## src/rtl/dcache_data_write_responder_if.sv

```systemverilog
// Request/SRAM/ack bundle between the write arbiter, the responder and the data array.
interface dcache_data_write_responder_if #(
  parameter int unsigned N_SRC = 8
);
  localparam int unsigned SRC_W  = (N_SRC > 1) ? $clog2(N_SRC) : 1;
  localparam int unsigned WAY_W  = 8;
  localparam int unsigned ADDR_W = 12;
  localparam int unsigned DATA_W = 128;

  logic              io_in_valid;
  logic              io_in_ready;
  logic [SRC_W-1:0]  io_in_bits_src;
  logic [WAY_W-1:0]  io_in_bits_way_en;
  logic [ADDR_W-1:0] io_in_bits_addr;
  logic [DATA_W-1:0] io_in_bits_data;
  logic              io_sram_busy;
  logic              io_sram_wen;
  logic [WAY_W-1:0]  io_sram_way_en;
  logic [ADDR_W-1:0] io_sram_addr;
  logic [DATA_W-1:0] io_sram_wdata;
  logic [N_SRC-1:0]  io_ack;
  logic              io_err;
  logic              io_idle;

  modport master (
    output io_in_valid, io_in_bits_src, io_in_bits_way_en, io_in_bits_addr,
           io_in_bits_data, io_sram_busy,
    input  io_in_ready, io_sram_wen, io_sram_way_en, io_sram_addr, io_sram_wdata,
           io_ack, io_err, io_idle
  );

  modport slave (
    input  io_in_valid, io_in_bits_src, io_in_bits_way_en, io_in_bits_addr,
           io_in_bits_data, io_sram_busy,
    output io_in_ready, io_sram_wen, io_sram_way_en, io_sram_addr, io_sram_wdata,
           io_ack, io_err, io_idle
  );
endinterface

```

## src/rtl/dcache_data_write_responder.sv

```systemverilog
// Buffers arbitrated data-array writes, drives the registered SRAM write port and
// returns a one-hot completion ack to the requester once the write has committed.
module dcache_data_write_responder #(
  parameter int unsigned QUEUE_DEPTH   = 2,
  parameter int unsigned WRITE_LATENCY = 2,
  parameter int unsigned N_SRC         = 8
) (
  input  logic                         clock,
  input  logic                         reset,
  dcache_data_write_responder_if.slave io
);
  localparam int unsigned SRC_W  = (N_SRC > 1) ? $clog2(N_SRC) : 1;
  localparam int unsigned PTR_W  = (QUEUE_DEPTH > 1) ? $clog2(QUEUE_DEPTH) : 1;
  localparam int unsigned CNT_W  = $clog2(QUEUE_DEPTH + 1);
  localparam int unsigned WAY_W  = 8;
  localparam int unsigned ADDR_W = 12;
  localparam int unsigned DATA_W = 128;

  typedef struct packed {
    logic [SRC_W-1:0]  src;
    logic [WAY_W-1:0]  way_en;
    logic [ADDR_W-1:0] addr;
    logic [DATA_W-1:0] data;
  } req_t;

  typedef struct packed {
    logic             valid;
    logic [SRC_W-1:0] src;
  } ack_stage_t;

  req_t                             mem_q [QUEUE_DEPTH];
  logic [PTR_W-1:0]                 wr_ptr_q, wr_ptr_d;
  logic [PTR_W-1:0]                 rd_ptr_q, rd_ptr_d;
  logic [CNT_W-1:0]                 count_q, count_d;
  ack_stage_t [WRITE_LATENCY-1:0]   pipe_q, pipe_d;
  logic                             wen_q, wen_d;
  logic [WAY_W-1:0]                 way_q, way_d;
  logic [ADDR_W-1:0]                addr_q, addr_d;
  logic [DATA_W-1:0]                wdata_q, wdata_d;
  logic [N_SRC-1:0]                 ack_q, ack_d;
  logic                             err_q, err_d;
  logic                             idle_q, idle_d;

  req_t in_req;
  req_t head;
  logic full;
  logic enq;
  logic deq;
  logic multi_hot;
  logic pipe_busy;

  assign in_req    = {io.io_in_bits_src, io.io_in_bits_way_en, io.io_in_bits_addr,
                      io.io_in_bits_data};
  assign full      = (count_q == CNT_W'(QUEUE_DEPTH));
  assign io.io_in_ready = reset & ~full;
  assign enq       = io.io_in_valid & io.io_in_ready;
  assign deq       = (count_q != '0) & ~io.io_sram_busy;
  assign head      = mem_q[rd_ptr_q];
  assign multi_hot = (in_req.way_en & (in_req.way_en - WAY_W'(1))) != '0;

  // Next-state: queue bookkeeping, SRAM port load, ack shift pipe, status flags.
  always_comb begin
    wr_ptr_d = wr_ptr_q;
    rd_ptr_d = rd_ptr_q;
    count_d  = count_q;
    wen_d    = 1'b0;
    way_d    = way_q;
    addr_d   = addr_q;
    wdata_d  = wdata_q;
    ack_d    = '0;
    err_d    = err_q | (enq & multi_hot);
    pipe_d   = pipe_q;
    pipe_busy = 1'b0;

    if (enq) wr_ptr_d = wr_ptr_q + PTR_W'(1);
    if (deq) begin
      rd_ptr_d = rd_ptr_q + PTR_W'(1);
      wen_d    = |head.way_en;
      way_d    = head.way_en;
      addr_d   = head.addr;
      wdata_d  = head.data;
    end

    unique case ({enq, deq})
      2'b10:   count_d = count_q + CNT_W'(1);
      2'b01:   count_d = count_q - CNT_W'(1);
      default: count_d = count_q;
    endcase

    pipe_d[0] = '{valid: deq, src: head.src};
    for (int i = 1; i < int'(WRITE_LATENCY); i++) pipe_d[i] = pipe_q[i-1];
    for (int i = 0; i < int'(WRITE_LATENCY); i++) pipe_busy = pipe_busy | pipe_d[i].valid;

    // Last stage turns into the one-hot completion pulse.
    ack_d[pipe_q[WRITE_LATENCY-1].src] = pipe_q[WRITE_LATENCY-1].valid;

    idle_d = (count_d == '0) & ~wen_d & ~pipe_busy;
  end

  always_ff @(posedge clock) begin
    if (!reset) begin
      wr_ptr_q <= '0;
      rd_ptr_q <= '0;
      count_q  <= '0;
      pipe_q   <= '0;
      wen_q    <= 1'b0;
      way_q    <= '0;
      addr_q   <= '0;
      wdata_q  <= '0;
      ack_q    <= '0;
      err_q    <= 1'b0;
      idle_q   <= 1'b1;
    end else begin
      wr_ptr_q <= wr_ptr_d;
      rd_ptr_q <= rd_ptr_d;
      count_q  <= count_d;
      pipe_q   <= pipe_d;
      wen_q    <= wen_d;
      way_q    <= way_d;
      addr_q   <= addr_d;
      wdata_q  <= wdata_d;
      ack_q    <= ack_d;
      err_q    <= err_d;
      idle_q   <= idle_d;
    end
  end

  // Payload storage needs no reset; pointers alone define validity.
  always_ff @(posedge clock) begin
    if (enq) mem_q[wr_ptr_q] <= in_req;
  end

  assign io.io_sram_wen    = wen_q;
  assign io.io_sram_way_en = way_q;
  assign io.io_sram_addr   = addr_q;
  assign io.io_sram_wdata  = wdata_q;
  assign io.io_ack         = ack_q;
  assign io.io_err         = err_q;
  assign io.io_idle        = idle_q;
endmodule

```

## src/flat_wrapper.sv

```systemverilog
// flat-port wrapper written by rule: the top's interface ports become plain ports
module dcache_data_write_responder_flat 
#(
  parameter int unsigned QUEUE_DEPTH   = 2,
  parameter int unsigned WRITE_LATENCY = 2,
  parameter int unsigned N_SRC         = 8
)
  (clock, reset, io_io_in_valid, io_io_in_bits_src, io_io_in_bits_way_en, io_io_in_bits_addr, io_io_in_bits_data, io_io_sram_busy, io_io_in_ready, io_io_sram_wen, io_io_sram_way_en, io_io_sram_addr, io_io_sram_wdata, io_io_ack, io_io_err, io_io_idle);
  dcache_data_write_responder_if #(.N_SRC(N_SRC)) io_i ();
  input  logic clock;
  input  logic reset;
  input wire logic [$bits(io_i.io_in_valid)-1:0] io_io_in_valid;
  input wire logic [$bits(io_i.io_in_bits_src)-1:0] io_io_in_bits_src;
  input wire logic [$bits(io_i.io_in_bits_way_en)-1:0] io_io_in_bits_way_en;
  input wire logic [$bits(io_i.io_in_bits_addr)-1:0] io_io_in_bits_addr;
  input wire logic [$bits(io_i.io_in_bits_data)-1:0] io_io_in_bits_data;
  input wire logic [$bits(io_i.io_sram_busy)-1:0] io_io_sram_busy;
  output wire logic [$bits(io_i.io_in_ready)-1:0] io_io_in_ready;
  output wire logic [$bits(io_i.io_sram_wen)-1:0] io_io_sram_wen;
  output wire logic [$bits(io_i.io_sram_way_en)-1:0] io_io_sram_way_en;
  output wire logic [$bits(io_i.io_sram_addr)-1:0] io_io_sram_addr;
  output wire logic [$bits(io_i.io_sram_wdata)-1:0] io_io_sram_wdata;
  output wire logic [$bits(io_i.io_ack)-1:0] io_io_ack;
  output wire logic [$bits(io_i.io_err)-1:0] io_io_err;
  output wire logic [$bits(io_i.io_idle)-1:0] io_io_idle;
  assign io_i.io_in_valid = io_io_in_valid;
  assign io_i.io_in_bits_src = io_io_in_bits_src;
  assign io_i.io_in_bits_way_en = io_io_in_bits_way_en;
  assign io_i.io_in_bits_addr = io_io_in_bits_addr;
  assign io_i.io_in_bits_data = io_io_in_bits_data;
  assign io_i.io_sram_busy = io_io_sram_busy;
  assign io_io_in_ready = io_i.io_in_ready;
  assign io_io_sram_wen = io_i.io_sram_wen;
  assign io_io_sram_way_en = io_i.io_sram_way_en;
  assign io_io_sram_addr = io_i.io_sram_addr;
  assign io_io_sram_wdata = io_i.io_sram_wdata;
  assign io_io_ack = io_i.io_ack;
  assign io_io_err = io_i.io_err;
  assign io_io_idle = io_i.io_idle;
  dcache_data_write_responder #(.QUEUE_DEPTH(QUEUE_DEPTH), .WRITE_LATENCY(WRITE_LATENCY), .N_SRC(N_SRC)) u_core (.clock(clock), .reset(reset), .io(io_i));
endmodule
```

## config.mk

```make
export PLATFORM = sky130hd
export DESIGN_NAME = dcache_data_write_responder_flat
export DESIGN_NICKNAME = d
export VERILOG_FILES = /design/src/rtl/dcache_data_write_responder_if.sv /design/src/rtl/dcache_data_write_responder.sv /design/src/flat_wrapper.sv
export SDC_FILE = /design/constraint.sdc
export NUM_CORES = 1
export LEC_CHECK = 0
export ABC_CLOCK_PERIOD_IN_PS = 8400
export BUFFER_PORTS_ARGS = -buffer_cell sky130_fd_sc_hd__buf_2
export CORE_MARGIN = 3
export CORE_UTILIZATION = 55
export DETAILED_ROUTE_END_ITERATION = 6
export GPL_ROUTABILITY_DRIVEN = 0
export MAX_ROUTING_LAYER = met4
export PLACE_DENSITY = 0.89
export SYNTH_ARGS = -nofsm -noshare
export SYNTH_HDL_FRONTEND = slang
export SYNTH_SLANG_ARGS = --single-unit
```

## constraint.sdc

```tcl
create_clock -name clock -period 8.4 [get_ports clock]
set_input_delay 0 -clock clock [delete_from_list [all_inputs] [get_ports clock]]
set_output_delay 0 -clock clock [all_outputs]
set_load 0.02 [all_outputs]
```

==> impl_metrics.tcl <==
set metrics [dict create \
    status "finished clean" \
    seqCellArea_um2 12500 \
    postCtsHoldBufs 153 \
    power_frac_seq_pct 46.7 \
    cts_resized 0 \
    p_switching_mw 1.96 \
    slowest_stage "buf_4" \
    fp-row-count 63 \
    critPathCaptureType "flop" \
    vias 10900 \
    syn-instance-count 1054 \
    whs_ns 0.0000800 \
    r2r_slack_ns 4.95 \
    p_leak_nw 9.71 \
    cts_sinks 474 \
    report.final.slew_viol_count 0 \
    critPathKind "flop to flop" \
    path_cells "nor2_1, nor2_4, buf_4, buf_4, nand2_1, o211a_1" \
    syn_nets 1210 \
    grt_max_degree 116 \
    dp.final_hpwl_um 21500 \
    pin_count 315 \
    crit_required_ns 8.84 \
    internal_power_mw 4.55 \
    synthTopCellsByArea "edfxtp_1 (54%), dfxtp_1 (20%), mux2i_1 (9.0%), o211a_1 (8.8%), nand2_1 (3.4%)" \
    synth_compound_area_share_pct 9.49 \
    maxCapViolCount 0 \
    synthAdderAreaFrac_pct 0.0743 \
    die_y_um 181 \
    grt_pass1_vias 11500 \
    rsz0062_at_grt "false" \
    setup_viol 0 \
    synth.area.mux_share_pct 8.98 \
    h-tree-depth 2 \
    fin_skew_ns 0.0241 \
    tritoncts "yes" \
    firstDrtPassIters 4 \
    crit_arrival_ns 3.90 \
    setup_tns_ns 0 \
    die_area_um2 32700 \
    fin_crit_ns 3.45 \
    hold_viol_final 0 \
    synth_area_leader_cell "edfxtp_1" \
    cts_inserted_buffers 47 \
    ys_types 35 \
    clock_path_buffers 3 \
    fill_cells 1710 \
    grt_pass1_wl_um 63900 \
    drc_errors 0 \
    crit_family "buffers and inverters" \
    multi_input_area_um2 3970 \
    insertion_delay_ns 0.55 \
    utilization_pct 72.5 \
    vdd_drop_max_v 0.000206 \
    antenna_left 0 \
    synth_warnings 0 \
    grt.overflow.total 0 \
    swShare_pct 30.1 \
    totalWireLength_um 41600 \
    die_x_um 181 \
    hp-class "input port to flop" \
    path_common_cell "buf_4" \
    cts_root_buffer "clkbuf_16" \
    cp_max_fo 115 \
    syn2layout_area_growth_pct 28.7 \
    core_um2 29900 \
    grt_usage_pct 25.4 \
    slew-limit-headroom_pct 22.1 \
    avgRoutedWirePerCell_um 21.4 \
    final_cell_mix "buf_2 (313), edfxtp_1 (302), dfxtp_1 (171)" \
    fin_nets 1669 \
    path_buf_inv 2 \
    clock.fmax_mhz 290 \
    post_cts_buffers 0 \
    synth_area_per_cell_um2 16.0 \
    synthFlopType "edfxtp_1" \
    p_per_area_nw_per_um2 301 \
    ys_ff_latch 474 \
    synth_top_family_by_area "compound AO/OA/AOI/OAI gates" \
    synth_xor_area_share_pct 0.208 \
    synth_simple_gate_area_share_pct 4.73 \
    cts.reportedPaths.clkPinSlew_ns 0.07 \
    slowest_delay_ns 0.96 \
    synth_area_um2 16800 \
    start_util_pct 56.3 \
    worstSetupStartpointType "flop" \
    fin_crit_sh_pct 41.1 \
    drt_iter0_drc 760 \
    clkPwrFrac_pct 30.9 \
    layout.cells.most_common "buf_2" \
    antenna_found_initial 3 \
    post_drt_via_cell_ratio 5.58 \
    synth_top_area_share_pct 53.9 \
    tightest_slew_ns 1.17 \
    pwr-share-comb_pct 22.4 \
    synth-edff-count 302 \
    port_buffers 314 \
    seq_area_frac_synth_pct 74.3 \
    drive_above_1_share_pct 25.5 \
    async_flop_share_pct 0 \
]
-- synthesized netlist by cell type (2+ instances only) --
cell type    n
a21oi_1      4
and2_1       9
buf_2       32
buf_4       18
clkbuf_1    18
dfxtp_1    172
edfxtp_1   302
mux2i_1    151
nand2_1    151
nand2b_1     3
nand3_1      2
nor2_1      10
nor2b_1      3
nor3_1       4
o211a_1    148
o21a_1       2
o21ai_0      3
or4_1        3
xnor2_1      3
-- stage by stage --
stage / setup slack [ns] / cells / instance area [µm²] / total power [mW]
floorplan: 0.773 / 1054 / 16800 / 4.01
global placement: 5.20 / 1701 / 18600 / 4.37
detailed placement: 5.09 / 1701 / 18600 / 4.42
CTS: 5.07 / 1942 / 21600 / 6.48
global route: 4.74 / 1945 / 21700 / 6.75
finish: 4.95 / 1946 / 21700 / 6.51
-- worst reg2reg max path, delay by kind of cell, from the launching register on --
kind	cells	cell delay [ns]
compound gates	1	0.22
buf+inv	2	1.66
flops	1	0.41
simple gates	3	1.07
-- metal layers --
layer  vias up  global-route usage (%)  share of wire [%]
li1       4886                       -                  -
met1      5346                    28.6                 36
met2       522                    45.5                 54
met3        99                    4.07                6.8
met4         0                    9.73                3.4
met5         -                       -                  0
-- sequential cells by signal, summed over array words and instances (netlist names), named ones only --
name	flops
u_core.io.io_err	1
u_core.io.io_idle	1
u_core.wr_ptr_q	1
u_core.io.io_ack	8
u_core.pipe_d	4
u_core.io.io_sram_wen	1
u_core.count_q	2
u_core.io.io_sram_addr	12
u_core.io.io_sram_wdata	128
u_core.pipe_q	4
u_core.io.io_sram_way_en	8
u_core.mem_q	302
u_core.rd_ptr_q	1
-- area by class of cell --
class                   count  share of cell area, %
flip-flops and latches    474                   57.8
multi-input cells         511                   18.3
repair buffers            478                   14.7
clock buffers              71                   6.08
well taps                 390                   2.25
clock inverters            17                  0.745
diodes                      4                 0.0462
inverters                   1                 0.0173
-- power by group through the flow --
stage          combinational (mW)  clock [mW]  sequential (mW)
5_1_grt                      1.55        2.13             3.07
3_3_place_gp                 1.31           0             3.05
6_report                     1.46        2.01             3.04
4_1_cts                      1.43        2.03             3.02
2_1_floorplan               0.737           0             3.27
3_5_place_dp                 1.36           0             3.06
-- worst paths after layout --
kind	startpoint	to	cells past startpoint
worst max register to register	u_core.count_q[0]	u_core.io.io_sram_wdata[88]	6
worst min-delay path	reset	u_core.io.io_sram_wdata[22]	2
worst min register to register	u_core.pipe_d[4]	u_core.pipe_q[4]	1
worst max-delay path	u_core.count_q[0]	u_core.io.io_sram_wdata[88]	6
-- cell families after synthesis --
family / after synthesis
muxes: 151
xor gates and xnor gates: 4
and+or+nand+nor: 191
AOI/OAI and AO/OA: 164
buffers and inverters: 69
DFF: 474
adders and majority gates: 1
No activity file was read; power rests on OpenSTA's default activity.
